==> config.mk <==
export PLATFORM = sky130hd
export DESIGN_NAME = proc_control
export DESIGN_NICKNAME = d
export VERILOG_FILES = /design/src/rtl/proc_control.sv
export SDC_FILE = /design/constraint.sdc
export NUM_CORES = 1
export LEC_CHECK = 0
export ABC_AREA = 1
export BUFFER_PORTS_ARGS = -buffer_cell sky130_fd_sc_hd__buf_2
export CORE_AREA = 2 2 39 41
export DETAILED_ROUTE_END_ITERATION = 12
export DIE_AREA = 0 0 41 43
export PLACE_DENSITY = 0.87
export SETUP_SLACK_MARGIN = 0.05
export SLEW_MARGIN = 30
export SYNTH_ARGS = -nofsm -noshare
export SYNTH_HDL_FRONTEND = slang
export SYNTH_SLANG_ARGS = --single-unit
export TNS_END_PERCENT = 1
==> constraint.sdc <==
create_clock -name Clock -period 3.05 [get_ports Clock]
set_input_delay 0.7625 -clock Clock [delete_from_list [all_inputs] [get_ports Clock]]
set_output_delay 0.7625 -clock Clock [all_outputs]
set_load 0.02 [all_outputs]
==> src/rtl/proc_control.sv <==
// Control FSM for a simple bus-based processor: decodes mv/mvi/add/sub and sequences
// the register, ALU and bus enables over states T0..T3.
module proc_control (
    input  logic       Clock,
    input  logic       Resetn,
    input  logic       Run,
    input  logic [8:0] IR,
    output logic       IRin,
    output logic [7:0] Rin,
    output logic [7:0] Rout,
    output logic       DINout,
    output logic       Ain,
    output logic       Gin,
    output logic       Gout,
    output logic       AddSub,
    output logic       Done
);

    typedef enum logic [1:0] {StT0, StT1, StT2, StT3} state_e;

    localparam logic [2:0] OpMv  = 3'b000;
    localparam logic [2:0] OpMvi = 3'b001;
    localparam logic [2:0] OpAdd = 3'b010;
    localparam logic [2:0] OpSub = 3'b011;

    state_e     state_q, state_d;
    logic [2:0] opcode;
    logic [7:0] x_onehot;
    logic [7:0] y_onehot;
    logic       is_addsub;

    assign opcode    = IR[8:6];
    assign x_onehot  = 8'd1 << IR[5:3];
    assign y_onehot  = 8'd1 << IR[2:0];
    assign is_addsub = (opcode == OpAdd) || (opcode == OpSub);

    always_ff @(posedge Clock or posedge Resetn) begin
        if (Resetn) begin
            state_q <= StT0;
        end else begin
            state_q <= state_d;
        end
    end

    always_comb begin
        state_d = StT0;
        IRin    = 1'b0;
        Rin     = 8'h00;
        Rout    = 8'h00;
        DINout  = 1'b0;
        Ain     = 1'b0;
        Gin     = 1'b0;
        Gout    = 1'b0;
        AddSub  = 1'b0;
        Done    = 1'b0;
        // Outputs are held quiet while reset is asserted so IRin cannot follow Run.
        if (!Resetn) begin
            unique case (state_q)
                StT0: begin
                    IRin    = Run;
                    state_d = Run ? StT1 : StT0;
                end
                StT1: begin
                    case (opcode)
                        OpMv: begin
                            Rout = y_onehot;
                            Rin  = x_onehot;
                            Done = 1'b1;
                        end
                        OpMvi: begin
                            DINout = 1'b1;
                            Rin    = x_onehot;
                            Done   = 1'b1;
                        end
                        OpAdd, OpSub: begin
                            Rout    = x_onehot;
                            Ain     = 1'b1;
                            state_d = StT2;
                        end
                        default: Done = 1'b1;
                    endcase
                end
                StT2: begin
                    if (is_addsub) begin
                        Rout    = y_onehot;
                        Gin     = 1'b1;
                        AddSub  = (opcode == OpSub);
                        state_d = StT3;
                    end
                end
                StT3: begin
                    if (is_addsub) begin
                        Gout = 1'b1;
                        Rin  = x_onehot;
                        Done = 1'b1;
                    end
                end
                default: state_d = StT0;
            endcase
        end
    end

endmodule

==> flow_summary.yaml <==
finish:
  top_regs: "state_q x2"
  largest-register: "state_q"
  syn2layout_area_growth_pct: 35.8
  largest_register_ffs: 2
  drive_gt1_share_pct: 33.3
  final_nets: 165
  fin_util_pct: 56.2
  fin_area_um2: 778
  diodes: 0
setup_path:
  cp.arrival_ps: 1690
  cp_slowest_cell: "nor2_4"
  crit_chain: "buf_2 > inv_1 > nand2_1 > nor2_4 > nand2_1 > a21oi_1 > buf_2"
  start_kind: "input port"
  cp-end-kind: "output pin"
  worstPathMaxFanout: 9
  crit_family: "buffers and inverters"
  required_ps: 2290
  worstSetupPathType: "in -> out"
  worst-path-buf-inv: 3
  slowest_delay_ps: 190
synth:
  yosysTopAreaCellShare_pct: 19.0
  netlist-cell-type-count: 16
  synth-compound-area-share_pct: 10.7
  synth_top_area_cell: "nand2_1"
  yosysSeqAreaShare_pct: 8.73
  syn_avg_cell_area_um2: 5.16
  synthXorXnorAreaFrac_pct: 0
  netlist_instances: 111
  synth.area.top_cells: "nand2_1 19%, inv_1 14%, nor3_1 13%, nor2_1 10%, dfrtp_1 8.7%"
  synth_top_family_by_area: "simple AND/OR/NAND/NOR gates"
  ys_ff_latch: 2
  yosys_warnings: 0
  synth_nets: 127
  synth-simple-area-share_pct: 54.8
  synth_fa_ha_area_share_pct: 8.73
  synthMuxAreaShare_pct: 0
  syn-cell-area_um2: 573
sta:
  fin_crit_ps: 2450
  drv_slew: 0
  setup_viol: 0
  clock.fmax_mhz: 408
  fin_ws_ps: 598
  post-route-period-util_pct: 80.4
  slew_headroom_pct: 82.1
  finalHoldViolations: 0
  skew_ps: 1.83
  timing.setup.tns_ps: 0
  rsz0062_at_grt: "false"
  max_slew.worst_pin.slew_ps: 266
clocking:
  cts_tree: "done"
  clk_path_buf_depth: 2
  clkSinkCount: 2
  postCtsSetupRepairBufs: 0
  path_clk_slew_ps: 30
  hold_buffers: 0
  cts_resized: 0
  cts-buffers-inserted: 3
  htreeDepth: 1
  clock_latency_ps: 220
  cts-root-buf: "clkbuf_4"
pwr:
  power_density_nw_per_um2: 177
  p_leak_nw: 0.454
  peakVddDrop_mv: 0.178
grt:
  overflow: 0
  grt_usage_pct: 18.1
  grt_pass1_vias: 592
  antenna_found_initial: 0
  grt_pass1_wl_mm: 2.21
  grt_max_degree: 10
die:
  die_y_um: 43
  num_rows: 14
  start_util_pct: 41.4
  core_um2: 1380
  io_pins: 35
  dieArea_um2: 1760
  die_w_um: 41
routing:
  routedWlPerCell_um: 8.91
  drt-total-wl_mm: 1.45
  drtIter0Drc: 13
  via_count: 749
  route.detailed.drc: 0
  dr.pass1.iters: 4
  ant_nets: 0
  via_per_inst: 4.60
place:
  gp_congestion: 0.822
  port_buffers: 34
  placed_area_um2: 756
  dp_slack_ps: 606
  hpwl_mm: 1.29
outcome:
  outcome: "finished, final reports clean"
flow_run:
  drv_cap: 0
min_path:
  min_path_type: "in -> async"
[final timing paths]
path | start | end | slack [ps] | cells past startpoint
max | IR[8] | Rout[7] | 600 | 7
min | Resetn | state_q[0] | 480 | 2
max reg2reg | state_q[1] | state_q[1] | 1750 | 6
min reg2reg | state_q[1] | state_q[1] | 700 | 2
max in group asynchronous | Resetn | state_q[1] | 2460 | 2
min in group Clock | state_q[1] | state_q[1] | 700 | 2
[layer usage]
metal	up-vias	GRT usage, %	share of wire, %	wire (um)
met5	-	0	0	0
met4	0	8.00	0	0
met3	0	3.14	4.5	66
met2	20	30.0	53	768
met1	313	21.2	43	618
li1	416	-	-	-
[cells by family after synthesis]
logic type      Yosys count
fa+ha+maj                 4
buf+inv                  25
compound gates           10
simple gates             70
flops                     2
[Yosys cell counts]
| cell type | n |
|---|---|
| nor2_1 | 16 |
| a21oi_1 | 7 |
| inv_2 | 3 |
| inv_1 | 21 |
| nand2_2 | 4 |
| ha_1 | 4 |
| nand3_1 | 2 |
| a211oi_1 | 1 |
| nor2_4 | 2 |
| o22ai_1 | 1 |
| buf_4 | 1 |
| nand2_1 | 29 |
| nor3_1 | 15 |
| o22ai_2 | 1 |
| nor2_2 | 2 |
| dfrtp_1 | 2 |
[where the power goes]
part	leakage, nW	internal, mW	switching [mW]
clock network	0.0138	0.0433	0.0138
registers	0.0270	0.0278	0.000832
logic	0.414	0.0169	0.0349
[through the flow]
| stage | power [mW] | hold WS, ps | cells |
|---|---|---|---|
| 6_report | 0.137 | 477 | 163 |
| 5_1_grt | 0.151 | 479 | 163 |
| 4_1_cts | 0.142 | 466 | 163 |
| 3_5_place_dp | 0.0806 | 696 | 160 |
| 3_3_place_gp | 0.0784 | 683 | 160 |
| 2_1_floorplan | 0.0622 | 640 | 111 |
[cell usage in the layout, fill, tap and decap left out, drive strengths merged]
master,count
nor3,15
ha,4
inv,24
clkbuf,3
nor2,20
buf,34
nand2,33
a211oi,1
dfrtp,2
a21oi,7
nand3,2
o22ai,2
[worst register-to-register path: stages (launching register included)]
cell and delay, ps:
dfrtp_1 380, inv_1 100, ha_1 240, inv_1 90, nor2_4 190, nor2_1 70, nor3_1 140
[area by class of cell]
| class | count | area, um2 |
|---|---|---|
| fill | 149 | 606 |
| multi-input combinational | 84 | 425 |
| timing repair buffer | 34 | 170 |
| inverter | 24 | 90.1 |
| sequential | 2 | 50.0 |
| clock buffer | 3 | 22.5 |
| tap | 16 | 20.0 |
Note: power is estimated with default switching activity, not from simulation.
